<file path="src/rtl/riscv_defines.sv">
// Shared core definitions: interrupt pending unit register map, sizes and config-bus request.
package riscv_defines;

  localparam int IRQ_NUM  = 32;
  localparam int IRQ_ID_W = 5;

  typedef enum logic [1:0] {
    IRQ_REG_MASK = 2'd0,
    IRQ_REG_EDGE = 2'd1,
    IRQ_REG_PEND = 2'd2,
    IRQ_REG_SET  = 2'd3
  } irq_reg_e;

  typedef struct packed {
    logic               we;
    irq_reg_e           addr;
    logic [IRQ_NUM-1:0] wdata;
  } irq_cfg_req_t;

  function automatic logic [IRQ_NUM-1:0] irq_id_onehot(input logic [IRQ_ID_W-1:0] id);
    logic [IRQ_NUM-1:0] oh;
    oh = '0;
    oh[id] = 1'b1;
    return oh;
  endfunction

endpackage

</file>
<file path="src/rtl/irq_sync.sv">
// Parameterized-width 2-flop synchronizer for asynchronous interrupt sources.
module irq_sync #(
  parameter int WIDTH = 1
) (
  input  logic             clk,
  input  logic             rst_n,
  input  logic [WIDTH-1:0] d_i,
  output logic [WIDTH-1:0] q_o
);

  logic [WIDTH-1:0] meta_q, sync_q;

  always_ff @(posedge clk or negedge rst_n) begin
    if (!rst_n) begin
      meta_q <= '0;
      sync_q <= '0;
    end else begin
      meta_q <= d_i;
      sync_q <= meta_q;
    end
  end

  assign q_o = sync_q;

endmodule

</file>
<file path="src/rtl/irq_pending_unit.sv">
// Interrupt conditioning: sync, edge/level mode, pending/mask registers, ack clear.
// Define IRQ_SYNC_EN to put a 2-flop synchronizer on every source line.
module irq_pending_unit
  import riscv_defines::*;
#(
  parameter int                 NUM_IRQ  = IRQ_NUM,
  parameter logic [NUM_IRQ-1:0] RST_MASK = '0
) (
  input  logic                clk,
  input  logic                rst_n,
  input  logic [NUM_IRQ-1:0]  irq_src_i,
  input  logic                cfg_we_i,
  input  logic [1:0]          cfg_addr_i,
  input  logic [NUM_IRQ-1:0]  cfg_wdata_i,
  output logic [NUM_IRQ-1:0]  cfg_rdata_o,
  input  logic                irq_ack_i,
  input  logic [IRQ_ID_W-1:0] irq_ack_id_i,
  output logic [NUM_IRQ-1:0]  irq_o,
  output logic                irq_pending_o
);

  irq_cfg_req_t       cfg;
  logic [NUM_IRQ-1:0] s, prev_q, rise;
  logic [NUM_IRQ-1:0] mask_q, edge_q, pending_q, pending_d;
  logic [NUM_IRQ-1:0] set_v, clr_v, ack_oh, mode_chg;
  logic               wr_mask, wr_edge, wr_pend, wr_set;

  assign cfg = '{we: cfg_we_i, addr: irq_reg_e'(cfg_addr_i), wdata: cfg_wdata_i};

`ifdef IRQ_SYNC_EN
  irq_sync #(.WIDTH(NUM_IRQ)) u_sync (
    .clk   (clk),
    .rst_n (rst_n),
    .d_i   (irq_src_i),
    .q_o   (s)
  );
`else
  assign s = irq_src_i;
`endif

  assign wr_mask = cfg.we && (cfg.addr == IRQ_REG_MASK);
  assign wr_edge = cfg.we && (cfg.addr == IRQ_REG_EDGE);
  assign wr_pend = cfg.we && (cfg.addr == IRQ_REG_PEND);
  assign wr_set  = cfg.we && (cfg.addr == IRQ_REG_SET);

  assign rise     = s & ~prev_q;
  assign ack_oh   = irq_ack_i ? irq_id_onehot(irq_ack_id_i) : '0;
  assign set_v    = rise | (wr_set ? cfg.wdata : '0);
  assign clr_v    = ack_oh | (wr_pend ? cfg.wdata : '0);
  assign mode_chg = wr_edge ? (cfg.wdata ^ edge_q) : '0;

  // Set beats clear on edge lines so an edge arriving with its own ack is kept;
  // a mode switch drops whatever was pending under the old mode.
  assign pending_d = ~mode_chg & ((edge_q & ((pending_q & ~clr_v) | set_v)) |
                                  (~edge_q & s));

  always_ff @(posedge clk or negedge rst_n) begin
    if (!rst_n) begin
      mask_q    <= RST_MASK;
      edge_q    <= '0;
      pending_q <= '0;
      prev_q    <= '0;
    end else begin
      prev_q    <= s;
      pending_q <= pending_d;
      if (wr_mask) mask_q <= cfg.wdata;
      if (wr_edge) edge_q <= cfg.wdata;
    end
  end

  always_comb begin
    cfg_rdata_o = '0;
    case (cfg.addr)
      IRQ_REG_MASK: cfg_rdata_o = mask_q;
      IRQ_REG_EDGE: cfg_rdata_o = edge_q;
      IRQ_REG_PEND: cfg_rdata_o = pending_q;
      default:      cfg_rdata_o = '0;
    endcase
  end

  assign irq_o         = pending_q & mask_q;
  assign irq_pending_o = |irq_o;

endmodule

</file>
<file path="config.mk">
export PLATFORM = sky130hd
export DESIGN_NAME = irq_pending_unit
export DESIGN_NICKNAME = d
export VERILOG_FILES = /design/src/rtl/riscv_defines.sv /design/src/rtl/irq_sync.sv /design/src/rtl/irq_pending_unit.sv
export SDC_FILE = /design/constraint.sdc
export NUM_CORES = 1
export LEC_CHECK = 0
export ABC_AREA = 1
export BUFFER_PORTS_ARGS = -buffer_cell sky130_fd_sc_hd__buf_2
export CAP_MARGIN = 25
export CORE_UTILIZATION = 50
export DETAILED_ROUTE_END_ITERATION = 12
export GPL_ROUTABILITY_DRIVEN = 0
export PLACE_DENSITY = 0.73
export SLEW_MARGIN = 15
export SYNTH_ARGS = -nofsm -noshare
export SYNTH_HDL_FRONTEND = slang
export SYNTH_SLANG_ARGS = --single-unit
</file>
<file path="constraint.sdc">
create_clock -name clk -period 1.5 [get_ports clk]
set_clock_uncertainty 0.1 [all_clocks]
set_input_delay 0.225 -clock clk [delete_from_list [all_inputs] [get_ports clk]]
set_output_delay 0.225 -clock clk [all_outputs]
set_load 0.02 [all_outputs]
</file>
==> qor.csv, run 1 <==
metric;value;unit
synth_commonest_cells;321 x nand2_1, 128 x dfrtp_1, 120 x nand3_1, 102 x nor2_1, 98 x inv_1;
grt-ovfl-total;0;
p_comb_frac;0.301;
synthMuxAreaShare;0;
yosys.area_share.simple;0.3640;
portBuffers;139;
vdd_drop_max;0.9414;mV
hold_class;in -> reg;
finalCritPeriodShare;1.303;
nets;1353;
switchingPower;4.000;mW
synth_top_family_by_area;simple AND/OR/NAND/NOR gates;
synth_top_area_frac;0.4525;
avgSynthCellArea;7.230;um^2
synth_top_flop_cell;dfrtp_1;
crit_buf_inv;1;
fmax;511.6;MHz
synth_fa_ha_area_frac;0;
internal_power;8.796;mW
crit_fanout;2;
syn_area;7078;um^2
r2r_slack;0.16;ns
io_pins;140;
cts.sinks;128;
grt_pass1_wl;36950;um
post-route-min-period;1.955;ns
clockBufferDepth;2;
crit_family;simple AND/OR/NAND/NOR gates;
cp_slowest_stage_delay;0.40;ns
clockRootBuffer;clkbuf_16;
pwr_density_cell;1160;nW/um^2
cp_slowest_cell;dfrtp_1;
die_height;121.0;um
grt_pass1_vias;7557;
start_kind;flop;
max_slew_margin;0.6428;
core_area;13830;um^2
via_per_inst;5.511;
area_growth;55.84;%
synth.area.top_cells;dfrtp_1 45%, nand2_1 17%, nand3_1 8.5%;
drv_cap;0;
async_flop_share;1.000;
path_clk_slew;0.06;ns
hold_path_startpoint;cfg_wdata_i[26];
setup_viol;28;
drive_above_1_share;0.3439;
synth_edf_count;0;
cts_tree;done;
final_hold_viol_count;0;
antenna_found_initial;2;
synth.most_common_cell;nand2_1;
grt_usage;0.3303;
synth_compound_area_frac;0.09228;
syn-num-nets;1054;
dpl_worst_slack;-0.04236;ns
dr_total_vias;8118;
status;finished with violations;
dr.pass1.iters;5;
hpwl;14370;um
drt_iter0_drc;796;
rsz0062_at_grt;yes;
drc;0;
reg2reg_depth;5;
crit_chain;nand2_2 > nand2_1 > nor2_1 > nand2_2 > nor2_2 > nand2_1 > buf_6;
fin_tns_setup;-2.329;ns
dieWidth;121.0;um
cp-end-kind;output port;
dpl-instance-area;8611;um^2
synth_top_area_cell;dfrtp_1;
seq_power_share;0.337;
hold_depth;3;
path_class;reg -> out;
setup_slack;-0.4546;ns
initial_utilization;0.5119;
syn_inst;979;
worstReg2RegStart;edge_q[17]$_DFFE_PN0P_;
clockPowerShare;0.362;
grt_max_degree;44;
synth_xor_area_frac;0;
cts_max_level;4;
swShare;0.3126;
leakagePower;5.798;nW
tightestPinTransition;0.5338;ns
final_max_slew_viol_count;0;
clk_latency;0.43;ns
crit_required;1.17;ns
critPathArrivalTime;1.63;ns
cts_buffers;17;
antenna_left;0;
violations;negative setup slack;
r2r-end;pending_q[17]$_DFF_PN0_;
placementRows;43;
stdcell_area;11030;um^2
wl_per_cell;16.76;um
synth_cell_types;22;
finalWirelength;24690;um
synth.yosys.seq_area_share;0.4525;
synth_seq_cells;128;
yosysWarnings;0;
min_to;edge_q[26]$_DFFE_PN0P_;
die_area;14640;um^2
postLayoutCoreUtil;0.7978;
## how the worst max path moves through the flow
stage                            startpoint  cells past startpoint  slack (ns)              to
detailed placement  pending_q[13]$_DFF_PN0_                      7       -0.04   irq_pending_o
global route         pending_q[5]$_DFF_PN0_                      7       -0.47   irq_pending_o
finish               pending_q[5]$_DFF_PN0_                      7       -0.45   irq_pending_o
global placement     mask_q[30]$_DFFE_PN0P_                      7       -0.02   irq_pending_o
CTS                 pending_q[31]$_DFF_PN0_                      7       -0.44   irq_pending_o
floorplan                     cfg_addr_i[1]                      5        0.15  cfg_rdata_o[0]
## metal layers
metal / up-vias / wire length, um / GRT usage
met2: 456 / 12050 / 0.5475
met5: - / 0 / 0
met3: 88 / 2102 / 0.07002
met1: 3822 / 9687 / 0.4215
li1: 3752 / - / -
met4: 0 / 846 / 0.1289
## cell type report
cell class | count | area, um^2
Sequential cell | 128 | 3212
Fill cell | 842 | 2796
Timing Repair Buffer | 320 | 2887
Inverter | 99 | 381.6
Multi-Input combinational cell | 712 | 3657
Clock buffer | 19 | 452.9
Antenna cell | 2 | 5.005
Tap cell | 180 | 225.2
Clock inverter | 13 | 210.2
## placed cells by master (no fill, tap or decap), types with 2 or more instances in the layout
cell type and count:
nand3_2 27, inv_4 2, dlygate4sd3_1 42, nand2_1 261, dfrtp_2 7, inv_2 13
nor2_8 2, buf_2 91, o21ai_2 10, nor2_1 98, diode_2 2, clkinv_2 2
o21ai_0 50, clkinv_4 4, a21oi_1 54, nand3_4 7, dfrtp_1 121, bufinv_16 5
nand2_4 15, o21ai_1 9, nor3b_1 32, buf_12 19, inv_1 83, nand3_1 88
buf_6 91, nand2_2 46, nand4_1 5, clkbuf_16 17, clkbuf_8 2, buf_4 75
clkinvlp_4 2, nor2_2 4, nand3b_1 4
## worst register-to-register path, delay by kind of cell, from the launching register on
family          cells  cell delay [ns]
compound gates      1             0.07
flops               1             0.39
simple gates        2             0.38
buf+inv             2             0.28
## registers in the layout, indices dropped and copies added, names as in the netlist
signal     cells
prev_q        32
mask_q        32
pending_q     32
edge_q        32
## stage by stage
| step | power, mW | hold WS, ns | cells |
|---|---|---|---|
| finish | 12.80 | 0.004566 | 1473 |
| global route | 13.32 | 0.004552 | 1473 |
| global placement | 6.946 | 0.05129 | 1345 |
| floorplan | 5.807 | -0.1706 | 979 |
| detailed placement | 7.002 | 0.04709 | 1345 |
| CTS | 12.25 | 0.0003648 | 1458 |
## timing repair
item                                    CTS  global route
pin swaps                                30            50
endpoints found under the setup margin   40            53
hold endpoints to repair                169             0
setup buffers                            45            41
hold buffers                             42             0
gates cloned                              3             0
gates resized for setup                 137           157
## power groups by stage
| stage | clock network, mW | registers [mW] | logic [mW] |
|---|---|---|---|
| finish | 4.63 | 4.31 | 3.85 |
| global route | 4.81 | 4.36 | 4.15 |
| CTS | 4.64 | 4.24 | 3.36 |
| detailed placement | 0 | 4.37 | 2.63 |
| global placement | 0 | 4.36 | 2.59 |
| floorplan | 0 | 4.30 | 1.51 |
## logic make-up (layout without fill, tap and decap cells)
| family | Yosys count | in the layout |
|---|---|---|
| compound gates | 123 | 123 |
| flops | 128 | 128 |
| other cells | 0 | 2 |
| simple gates | 589 | 589 |
| buf+inv | 139 | 451 |
Note: power is estimated with default switching activity, not from simulation.
==> inputs of run 2 (changes only) <==
- BUFFER_PORTS_ARGS: -buffer_cell sky130_fd_sc_hd__buf_2 -> unset
- DONT_BUFFER_PORTS: unset -> 1
- PLACE_DENSITY: 0.73 -> unset
==> run 2 against run 1 <==
Compared with the run above:
- the flow finishes with violations (negative hold slack, negative setup slack)
- critical path depth down 1
- final area is 17% lower
- combinational power down 38%
- first-iteration DRC count down 40%
- critical endpoint unchanged
==> qor.csv, run 2 (synthesis gave the netlist of run 1 again) <==
metric;value;unit;change
clockBufferDepth;2;;unchanged
rsz0062_at_grt;yes;;
path_clk_slew;0.06;ns;about the same
via_per_inst;5.502;;-0.17%
die_area;14640;um^2;unchanged
crit_required;1.17;ns;about the same
critPathArrivalTime;1.48;ns;-0.15 ns
hold_class;in -> async;;
cts.sinks;128;;unchanged
start_kind;flop;;
postLayoutCoreUtil;0.6591;;-0.1386
dpl-instance-area;7317;um^2;-15%
drv_cap;0;;unchanged
antenna_found_initial;0;;-2
cts_tree;done;;
wl_per_cell;16.84;um;+0.48%
portBuffers;0;;-100%
final_hold_viol_count;128;;+128
setup_slack;-0.3008;ns;+0.1538 ns
placementRows;43;;unchanged
pwr_density_cell;1211;nW/um^2;+4.4%
post-route-min-period;1.801;ns;-0.1538 ns
clockRootBuffer;clkbuf_16;;
initial_utilization;0.5119;;unchanged
worstReg2RegStart;edge_q[1]$_DFFE_PN0P_;;
die_height;121.0;um;unchanged
layout_common_cells;295 x nand2_1, 114 x dfrtp_1, 98 x inv_1;;
status;finished with violations;;
r2r-end;pending_q[1]$_DFF_PN0_;;
vdd_drop_max;0.8135;mV;-14%
grt_pass1_vias;6447;;-15%
grt-ovfl-total;0;;unchanged
hpwl;13400;um;-6.8%
finalCritPeriodShare;1.201;;-0.1026
layout_commonest_cell;nand2_1;;
tightestPinTransition;0.4631;ns;-0.07071 ns
holdWs;-0.6089;ns;-0.6135 ns
placed_cells;1145;;-15%
setup_viol;1;;-96%
dieWidth;121.0;um;unchanged
final_max_slew_viol_count;0;;unchanged
cts_hold_buf;65;;+55%
nets;1143;;-16%
finalWirelength;21220;um;-14%
leakagePower;4.583;nW;-21%
area_growth;28.76;%;
reg2reg_depth;5;;unchanged
violations;negative hold slack, negative setup slack;;
io_pins;140;;unchanged
path_class;reg -> out;;
drt_iter0_drc;481;;-40%
dr_total_vias;6932;;-15%
crit_fanout;2;;unchanged
r2r_slack;0.37;ns;+0.21 ns
fin_cells;1260;;-14%
cts_max_level;4;;unchanged
cp-end-kind;output port;;
diodes;0;;-2
core_area;13830;um^2;unchanged
grt_pass1_wl;33110;um;-10%
drive_above_1_share;0.1583;;-0.1856
max_slew_margin;0.6901;;+0.04731
grt_usage;0.2974;;-0.03291
antenna_left;0;;unchanged
drc;0;;unchanged
clk_latency;0.43;ns;about the same
cts_buffers;17;;unchanged
fmax;555.3;MHz;+8.5%
dr.pass1.iters;5;;unchanged
grt_max_degree;129;;+190%
total_power;11.04;mW;-14%
stdcell_area;9114;um^2;-17%
run 2: worst max-delay path by stage:
| stage | endpoint | from | depth (start not counted) |
|---|---|---|---|
| floorplan | cfg_rdata_o[0] | cfg_addr_i[1] | 5 |
| global placement | irq_pending_o | pending_q[12]$_DFF_PN0_ | 6 |
| detailed placement | irq_pending_o | pending_q[12]$_DFF_PN0_ | 6 |
| CTS | irq_pending_o | pending_q[0]$_DFF_PN0_ | 6 |
| global route | irq_pending_o | pending_q[1]$_DFF_PN0_ | 6 |
| finish | irq_pending_o | pending_q[1]$_DFF_PN0_ | 6 |
run 2: area by class of cell:
| cell class | count | area (um^2) |
|---|---|---|
| sequential | 128 | 3221 |
| tap | 180 | 225.2 |
| inverter | 99 | 376.6 |
| clock inverter | 5 | 100.1 |
| timing repair buffer | 110 | 1090 |
| multi-input combinational | 712 | 3592 |
| clock buffer | 26 | 509.2 |
| fill | 1175 | 4713 |
run 2: layer usage:
metal	track usage	vias up	share of wire
met5	0	-	0
met4	0.09722	0	0.017
met3	0.07425	25	0.073
met2	0.4818	242	0.48
met1	0.3886	3347	0.43
li1	-	3318	-
run 2: per-stage QoR:
step	hold slack, ns	worst slack, ns	TNS, ns
global placement	-0.1674	-0.03508	-0.03508
CTS	-0.6190	-0.3001	-0.3001
global route	-0.6185	-0.3415	-0.3704
finish	-0.6089	-0.3008	-0.3008
floorplan	-0.1706	0.1471	0
detailed placement	-0.1673	-0.03544	-0.03544
run 2: power by group:
part	internal [mW]	switching (mW)
combinational	0.930	1.45
clock	2.82	1.48
sequential	3.93	0.429
total	7.68	3.36
run 2: critical path, cell delays in order (launching register included):
cell and delay (ns):
dfrtp_1 0.38, nand2_1 0.12, nand2_1 0.08, nor2_2 0.12
nand2_2 0.09, nor2_4 0.17, nand2_4 0.10
run 2: timing repair:
item | 4_1_cts | 5_1_grt
endpoints found under the setup margin | 32 | 23
endpoints found under the hold margin | 256 | 128
pin swaps | 9 | 17
setup buffers | 10 | 9
resized for setup | 46 | 53
==> inputs of run 3 (changes only) <==
- CORE_UTILIZATION: 50 -> 57
- PLACE_DENSITY: unset -> 0.72
==> run 3 against run 2 <==
Compared with the run above:
- the flow still finishes with violations (negative hold slack, negative setup slack)
- final area is 1.7% lower
- clock power is 4% lower
- total power decreased by 2.7%
- via count down 1.4%
- hold slack barely moved
- non-clock buffer count down 15
- global-route usage up 3.6 points
- critical endpoint unchanged
==> qor.csv, run 3 (synthesis gave the netlist of run 1 again) <==
metric;value;unit;change
start_kind;flop;;
status;finished with violations;;
cts.sinks;128;;unchanged
nets;1128;;-1.3%
crit_fanout;3;;+1
clockRootBuffer;clkbuf_16;;
total_power;10.74;mW;-2.7%
diodes;0;;unchanged
leakagePower;4.454;nW;-2.8%
post-route-min-period;1.834;ns;+0.03271 ns
path_class;reg -> out;;
placementRows;40;;-7.0%
fillers;890;;-24%
io_pins;140;;unchanged
crit_chain;nand2_2 > nand2_1 > nor2_1 > nand2_1 > nor2_2 > nand2_2;;
final_hold_viol_count;128;;unchanged
p_comb_frac;0.208;;-0.008
setup_slack;-0.3335;ns;-0.03271 ns
cts_hold_buf;67;;+3.1%
die_area;12870;um^2;-12%
seq_power_share;0.409;;+0.014
core_area;12060;um^2;-13%
crit_required;1.17;ns;about the same
hold_class;in -> async;;
cp_slowest_stage_delay;0.40;ns;+0.02 ns
cts_max_level;4;;unchanged
grt-ovfl-total;0;;unchanged
cts_buffers;17;;unchanged
grt_pass1_vias;6346;;-1.6%
initial_utilization;0.5868;;+0.07493
pwr_density_cell;1199;nW/um^2;-1.0%
finalWirelength;20720;um;-2.4%
dieWidth;113.4;um;-6.2%
crit_family;simple AND/OR/NAND/NOR gates;;
dr.pass1.iters;5;;unchanged
rsz0062_at_grt;yes;;
antenna_left;0;;unchanged
drv_cap;0;;unchanged
layout_commonest_cell;nand2_1;;
hpwl;12310;um;-8.2%
internal_power;7.421;mW;-3.3%
die_height;113.4;um;-6.2%
via_per_inst;5.550;;+0.87%
wl_per_cell;16.82;um;-0.15%
antenna_found_initial;0;;unchanged
switchingPower;3.316;mW;-1.3%
grt_max_degree;129;;unchanged
cts_tree;done;;
postLayoutCoreUtil;0.7425;;+0.08341
drt_iter0_drc;651;;+35%
cp-end-kind;output port;;
finalCritPeriodShare;1.222;;+0.02180
grt_usage;0.3334;;+0.03603
tightestPinTransition;0.4596;ns;-0.003577 ns
layout_common_cells;309 x nand2_1, 102 x dfrtp_1, 100 x nor2_1;;
drc;0;;unchanged
swShare;0.3088;;+0.004396
fmax;545.4;MHz;-1.8%
setup_viol;1;;unchanged
vdd_drop_max;1.079;mV;+33%
path_clk_slew;0.05;ns;about the same
cp_slowest_cell;dfrtp_1;;
portBuffers;0;;unchanged
grt_pass1_wl;32430;um;-2.1%
r2r_slack;0.43;ns;+0.06 ns
violations;negative hold slack, negative setup slack;;
crit_buf_inv;0;;unchanged
area_growth;26.53;%;
max_slew_margin;0.6925;;+0.002394
dr_total_vias;6837;;-1.4%
clockBufferDepth;2;;unchanged
clk_latency;0.43;ns;about the same
final_max_slew_viol_count;0;;unchanged
clockPowerShare;0.384;;-0.006
critPathArrivalTime;1.51;ns;+0.03 ns
holdWs;-0.6085;ns;+0.0004190 ns
drive_above_1_share;0.1410;;-0.01736
run 3: changes by cell type in the layout (fill, tap and decap cells not counted), sizes merged:
cell         previous run  this run
buf                    46        29
bufinv                  3         2
clkbuf                 26        25
clkinvlp                0         1
dlygate4sd3            64        66
run 3: power groups by stage:
stage          clock [mW]  combinational, mW  sequential [mW]
2_1_floorplan           0               1.51             4.30
3_5_place_dp            0               1.81             4.40
4_1_cts              4.15               2.09             4.34
3_3_place_gp            0               1.79             4.38
5_1_grt              4.28               2.46             4.45
6_report             4.12               2.23             4.39
run 3: routing by layer:
layer	vias to the layer above	global-route usage	part of all wire
met1	3236	0.4327	0.42
met4	0	0.1237	0.025
met2	295	0.5321	0.48
met5	-	0	0
li1	3265	-	-
met3	41	0.09777	0.078
run 3: timing repair:
item,in CTS,in global routing
endpoints found under the hold margin,256,128
buffers inserted,0,5
setup endpoints to repair,31,29
pin swaps,0,12
resized for setup,35,59
run 3: per-stage QoR:
stage	instance area [um^2]	instances	setup TNS (ns)	setup slack, ns	hold WS (ns)
detailed placement	7279	1130	0	0.02136	-0.1672
floorplan	7078	979	0	0.1471	-0.1706
global route	8956	1232	-0.4286	-0.4053	-0.6293
finish	8956	1232	-0.3335	-0.3335	-0.6085
global placement	7279	1130	0	0.02134	-0.1678
CTS	8715	1227	-0.3368	-0.3368	-0.6221
run 3: layout make-up:
type / count / area, um^2 / share of cell area
multi-input combinational: 712 / 3572 / 0.3989
sequential: 128 / 3236 / 0.3613
timing repair buffer: 95 / 978.4 / 0.1092
clock buffer: 25 / 505.5 / 0.05644
inverter: 99 / 376.6 / 0.04205
tap: 168 / 210.2 / 0.02347
clock inverter: 5 / 77.57 / 0.008662
run 3: final timing paths:
check / startpoint / to / depth (start not counted)
hold / removal: rst_n / edge_q[5]$_DFFE_PN0P_ / 0
setup / recovery: pending_q[0]$_DFF_PN0_ / irq_pending_o / 6
hold reg to reg: mask_q[10]$_DFFE_PN0P_ / mask_q[10]$_DFFE_PN0P_ / 2
min in group clk: cfg_wdata_i[21] / pending_q[21]$_DFF_PN0_ / 3
setup reg to reg: edge_q[10]$_DFFE_PN0P_ / pending_q[10]$_DFF_PN0_ / 3
max in group asynchronous: rst_n / edge_q[0]$_DFFE_PN0P_ / 0
